$ cat config.mk
export PLATFORM = sky130hd
export DESIGN_NAME = datamem_dump_reader_flat
export DESIGN_NICKNAME = d
export VERILOG_FILES = /design/src/rtl/datamem_dump_reader_if.sv /design/src/rtl/datamem_dump_reader.sv /design/src/flat_wrapper.sv
export SDC_FILE = /design/constraint.sdc
export NUM_CORES = 1
export LEC_CHECK = 0
export BUFFER_PORTS_ARGS = -buffer_cell sky130_fd_sc_hd__clkbuf_2
export CELL_PAD_IN_SITES_DETAIL_PLACEMENT = 0
export CELL_PAD_IN_SITES_GLOBAL_PLACEMENT = 1
export CORE_MARGIN = 8
export CORE_UTILIZATION = 40
export CTS_BUF_LIST = sky130_fd_sc_hd__clkbuf_2 sky130_fd_sc_hd__clkbuf_4 sky130_fd_sc_hd__clkbuf_8
export DETAILED_ROUTE_END_ITERATION = 10
export PLACE_DENSITY_LB_ADDON = 0.1
export SLEW_MARGIN = 20
export SYNTH_ARGS = -nofsm -noshare
export SYNTH_HDL_FRONTEND = slang
export SYNTH_SLANG_ARGS = --single-unit
$ cat constraint.sdc
create_clock -name clock -period 2.45 [get_ports clock]
set_input_delay 0.49 -clock clock [delete_from_list [all_inputs] [get_ports clock]]
set_output_delay 0.49 -clock clock [all_outputs]
set_load 0.005 [all_outputs]
$ cat src/rtl/datamem_dump_reader_if.sv
// datamem_dump_reader_if: control, memory read port and output stream of the dump reader.
interface datamem_dump_reader_if #(
    parameter int ADDR_W = 4,
    parameter int DATA_W = 8
);
    logic              start;
    logic [ADDR_W-1:0] start_addr;
    logic [ADDR_W:0]   len;
    logic              abort;
    logic [ADDR_W-1:0] read_select;
    logic [DATA_W-1:0] data_memory_output;
    logic              out_valid;
    logic              out_ready;
    logic [DATA_W-1:0] out_data;
    logic [ADDR_W-1:0] out_addr;
    logic              busy;
    logic              done;
    modport master (
        output start, start_addr, len, abort, data_memory_output, out_ready,
        input  read_select, out_valid, out_data, out_addr, busy, done
    );
    modport slave (
        input  start, start_addr, len, abort, data_memory_output, out_ready,
        output read_select, out_valid, out_data, out_addr, busy, done
    );
endinterface

$ cat src/rtl/datamem_dump_reader.sv
// datamem_dump_reader: walks an address range through the data memory's registered read port
// and streams each byte out over valid/ready.
module datamem_dump_reader #(
    parameter int ADDR_W = 4,
    parameter int DATA_W = 8
) (
    input logic                 clock,
    input logic                 reset,
    datamem_dump_reader_if.slave bus
);
    typedef enum logic [1:0] {IDLE, ISSUE, CAPTURE, SEND} state_t;
    localparam logic [ADDR_W:0] DEPTH = {1'b1, {ADDR_W{1'b0}}};
    localparam logic [ADDR_W:0] LAST  = {{ADDR_W{1'b0}}, 1'b1};
    state_t            state_q, state_d;
    logic [ADDR_W:0]   rem_q, rem_d;
    logic [ADDR_W-1:0] rs_q, rs_d;
    logic [ADDR_W-1:0] oa_q, oa_d;
    logic [DATA_W-1:0] od_q, od_d;
    logic              ov_q, ov_d;
    logic              done_q, done_d;
    always_comb begin
        state_d = state_q;
        rem_d   = rem_q;
        rs_d    = rs_q;
        oa_d    = oa_q;
        od_d    = od_q;
        ov_d    = ov_q;
        done_d  = 1'b0;
        // abort outranks acceptance: a word on the bus at the abort edge is dropped
        if (bus.abort && state_q != IDLE) begin
            state_d = IDLE;
            ov_d    = 1'b0;
        end else begin
            case (state_q)
                IDLE: if (bus.start && !bus.abort) begin
                    rem_d   = bus.len > DEPTH ? DEPTH : bus.len;
                    rs_d    = bus.start_addr;
                    state_d = bus.len == '0 ? IDLE : ISSUE;
                    done_d  = bus.len == '0;
                end
                ISSUE: state_d = CAPTURE;
                CAPTURE: begin
                    od_d    = bus.data_memory_output;
                    oa_d    = rs_q;
                    ov_d    = 1'b1;
                    state_d = SEND;
                end
                SEND: if (bus.out_ready) begin
                    rem_d   = rem_q - LAST;
                    ov_d    = 1'b0;
                    done_d  = rem_q == LAST;
                    state_d = rem_q == LAST ? IDLE : ISSUE;
                    rs_d    = rem_q == LAST ? rs_q : rs_q + 1'b1;
                end
                default: state_d = IDLE;
            endcase
        end
    end
    always_ff @(posedge clock or posedge reset) begin
        if (reset) begin
            state_q <= IDLE;
            rem_q   <= '0;
            rs_q    <= '0;
            oa_q    <= '0;
            od_q    <= '0;
            ov_q    <= 1'b0;
            done_q  <= 1'b0;
        end else begin
            state_q <= state_d;
            rem_q   <= rem_d;
            rs_q    <= rs_d;
            oa_q    <= oa_d;
            od_q    <= od_d;
            ov_q    <= ov_d;
            done_q  <= done_d;
        end
    end
    assign bus.read_select = rs_q;
    assign bus.out_valid   = ov_q;
    assign bus.out_data    = od_q;
    assign bus.out_addr    = oa_q;
    assign bus.busy        = state_q != IDLE;
    assign bus.done        = done_q;
endmodule

$ cat src/flat_wrapper.sv
// flat-port wrapper written by rule: the top's interface ports become plain ports
module datamem_dump_reader_flat 
#(
    parameter int ADDR_W = 4,
    parameter int DATA_W = 8
)
  (clock, reset, bus_start, bus_start_addr, bus_len, bus_abort, bus_data_memory_output, bus_out_ready, bus_read_select, bus_out_valid, bus_out_data, bus_out_addr, bus_busy, bus_done);
  datamem_dump_reader_if #(.ADDR_W(ADDR_W), .DATA_W(DATA_W)) bus_i ();
  input logic clock;
  input logic reset;
  input wire logic [$bits(bus_i.start)-1:0] bus_start;
  input wire logic [$bits(bus_i.start_addr)-1:0] bus_start_addr;
  input wire logic [$bits(bus_i.len)-1:0] bus_len;
  input wire logic [$bits(bus_i.abort)-1:0] bus_abort;
  input wire logic [$bits(bus_i.data_memory_output)-1:0] bus_data_memory_output;
  input wire logic [$bits(bus_i.out_ready)-1:0] bus_out_ready;
  output wire logic [$bits(bus_i.read_select)-1:0] bus_read_select;
  output wire logic [$bits(bus_i.out_valid)-1:0] bus_out_valid;
  output wire logic [$bits(bus_i.out_data)-1:0] bus_out_data;
  output wire logic [$bits(bus_i.out_addr)-1:0] bus_out_addr;
  output wire logic [$bits(bus_i.busy)-1:0] bus_busy;
  output wire logic [$bits(bus_i.done)-1:0] bus_done;
  assign bus_i.start = bus_start;
  assign bus_i.start_addr = bus_start_addr;
  assign bus_i.len = bus_len;
  assign bus_i.abort = bus_abort;
  assign bus_i.data_memory_output = bus_data_memory_output;
  assign bus_i.out_ready = bus_out_ready;
  assign bus_read_select = bus_i.read_select;
  assign bus_out_valid = bus_i.out_valid;
  assign bus_out_data = bus_i.out_data;
  assign bus_out_addr = bus_i.out_addr;
  assign bus_busy = bus_i.busy;
  assign bus_done = bus_i.done;
  datamem_dump_reader #(.ADDR_W(ADDR_W), .DATA_W(DATA_W)) u_core (.clock(clock), .reset(reset), .bus(bus_i));
endmodule
==> metrics.md <==
| Metric | Value |
|---|---|
| Placement Rows | `21` |
| Initial Util | `0.410` |
| Clock skew | `0.00225 ns` |
| Largest net degree at the start of global routing | `26` |
| Leading post-synthesis cells by cell area | `dfrtp_1, mux2_2, ha_1` |
| Worst path required time | `approximately 2.7 ns` |
| Met1 usage | `0.135` |
| Clk buf depth | `2` |
| CP Launch Type | `flop` |
| Worst Setup Slack, final | `~0.42 ns` |
| Worst slew pin tran | `0.647 ns` |
| Worst skew pair latency | `about 0.32 ns` |
| DRT Pass-1 Iters | `4` |
| Max Clk Rate | `slightly below 500 MHz` |
| Vias in the first global route | `approximately 1,100` |
| #FFs+latches synth | `25` |
| Antenna diode count | `0` |
| DRC errors left | `0` |
| Critical-path maximum fanout | `12` |
| Clock Sinks | `25` |
| Tcrit/Tclk final | `0.830` |
| Routed Antenna Nets | `0` |
| Fill cells | `approximately 320` |
| DR vias | `around 1,100` |
| Library cells used by synthesis | `35` |
| Setup WS pre-CTS | `0.152 ns` |
| Routed WL per cell | `between 10 and 15 um` |
| Crit path DAT | `about 2.3 ns` |
| Post-cts resize count | `0` |
| Die area | `5480 sq um` |
| Kind of critical path | `flop to flop` |
| Clock Pin Slew Worst Setup and Hold Paths | `0.14 ns` |
| Period minus WS final | `around 2.0 ns` |
| Worst slew margin | `0.566` |
| Hold-fix buffers, CTS | `0` |
| TNS Setup | `0 ns` |
| Die width | `approximately 74 um` |
| RSZ-0062 raised after global routing | `false` |
| Top-area cell type share of the netlist area | `0.465` |
| Iteration-0 DRC Markers | `55` |
| CTS Root Cell | `clkbuf_4` |
| P_leak | `~0.00076 uW` |
| GR Util met2 | `0.187` |
| Final WL | `roughly 3000 um` |
| HP Class | `primary input to async pin` |
| Nets@finish | `198` |
| Syn avg cell area | `10.6 sq um` |
| Grt ovf | `0` |
| Fin area | `1630 sq um` |
| Initial antenna violation count | `0` |
| Num CTS Buffers | `3` |
| Worst VDD drop | `481 uV` |
| Global-route track usage on met3 | `0.0229` |
| MaxCap Viol Count | `0` |
| Reg2reg path depth | `6` |
| DP HPWL | `about 2400 um` |
| Post-synthesis sequential area ratio | `0.465` |
| R2R Setup Slk | `0.42 ns` |
| Post-synth EDFFs | `0` |
| Fraction of registers with async set/reset | `1.00` |
| Mapped Nets | `around 160` |
| CTS tree | `yes` |
| Yosys warning count | `0` |
| Vias/cell | `around 5` |
| Run status | `finished, final reports clean` |
| Pwr dens | `between 1000 and 1500 nW/um^2` |
| Worst Setup End Kind | `flop` |
| Top FF cell, synth | `dfrtp_1` |
| Core ar. | `around 3300 sq um` |
| Global-route wire length before repair | `between 4000 and 5000 um` |
| Post-CTS Setup Inserts | `0` |
| Routability congestion estimate from global placement | `around 0.85` |
| Final hold vios | `0` |
| Die Y | `74.0 um` |
| Port buffer count | `40` |
| Hold_ws | `0.172 ns` |
| Post-Synthesis Cell Area | `roughly 1300 sq um` |
| I/O pins | `between 40 and 50` |
| Global Route Usage Sum | `0.112` |
| H-tree depth | `1` |
| Slew Viols, Final | `0` |
| Share of layout cells above drive strength 1 | `0.373` |
| Global routing's busiest layer | `met2` |
| Synth area leader | `dfrtp_1` |
| Cells after Synth | `roughly 130` |
| Dpl cell area | `around 1600 sq um` |
| Final setup viols | `0` |
| Synthesis-to-finish area growth | `21.3%` |
## path summary, 6_finish.rpt
| check | startpoint | to |
|---|---|---|
| worst min register to register | u_core.bus.out_addr[0] | u_core.bus.out_addr[0] |
| worst max register to register | u_core.state_q[0] | u_core.rem_q[4] |
| min in group clock | bus_data_memory_output[2] | u_core.bus.out_data[2] |
| worst min-delay path | reset | u_core.bus.out_data[0] |
| worst max-delay path | u_core.state_q[0] | u_core.rem_q[4] |
| max in group asynchronous | reset | u_core.rem_q[2] |
## layout make-up
cell class,instances,area [sq um],share of cell area
sequential,25,626,0.383
clock buffer,3,22.5,0.0138
tap,46,57.6,0.0352
timing repair buffer,43,223,0.136
inverter,9,33.8,0.0207
clock inverter,1,7.51,0.00460
multi-input combinational,88,663,0.406
## critical path, cell delays in order, from the launching register on
cell	delay, ns
dfrtp_1	0.41
inv_1	0.10
ha_1	0.25
mux2i_1	0.17
nor3_2	0.57
a21boi_0	0.26
a2bb2oi_1	0.20
## registers in the layout (all words and copies together), names as in the netlist
name	cells
u_core.bus.out_data	8
u_core.rem_q	5
u_core.bus.out_addr	4
u_core.bus.read_select	4
u_core.state_q	2
u_core.bus.done	1
u_core.bus.out_valid	1
## cell usage in the layout (no fill, tap or decap), drive strengths merged, types with 3 or more instances in the layout
| cell | Yosys | final |
|---|---|---|
| a21oi | 8 | 8 |
| buf | 3 | 3 |
| clkbuf | 2 | 43 |
| dfrtp | 25 | 25 |
| ha | 6 | 6 |
| inv | 9 | 9 |
| mux2 | 12 | 12 |
| nand2 | 8 | 8 |
| nand2b | 4 | 4 |
| nand3 | 5 | 5 |
| nor2 | 10 | 10 |
| nor3b | 4 | 4 |
| o21ai | 7 | 7 |
## per-layer routing
metal	routed length [um]	vias up
met5	0	-
li1	-	536
met1	1330	504
met4	34	0
met3	149	4
met2	1440	24
## through the flow
stage | power [uW] | utilization | cells
floorplan | 1360 | - | 127
global placement | 1650 | 0.486 | 211
detailed placement | 1690 | 0.486 | 211
CTS | 1880 | 0.496 | 215
global route | 2020 | 0.497 | 215
finish | 1850 | 0.497 | 215
## cells in the mapped netlist, types with 2 or more instances
cell,instances
nor2b_1,2
o21ai_1,2
a2bb2oi_1,2
a41o_1,2
nand3_1,5
o21ai_0,5
mux2i_1,2
clkbuf_1,2
nand2_1,8
nor3_1,2
inv_1,9
ha_1,6
nor2_1,10
dfrtp_1,25
nor3b_1,3
mux2_2,12
a21oi_1,8
buf_2,2
nand2b_1,4
## report_power, final
part	internal [uW]	switching, uW
Combinational	447	441
Clock	62.3	128
Sequential	609	159
## logic make-up after synthesis
logic type                 share of synthesized area
muxes                                          0.115
AOI/OAI and AO/OA                              0.142
DFF                                            0.465
and+or+nand+nor                                0.176
adders and majority gates                     0.0558
buffers and inverters                         0.0465
Note: power is estimated with default switching activity, not from simulation.
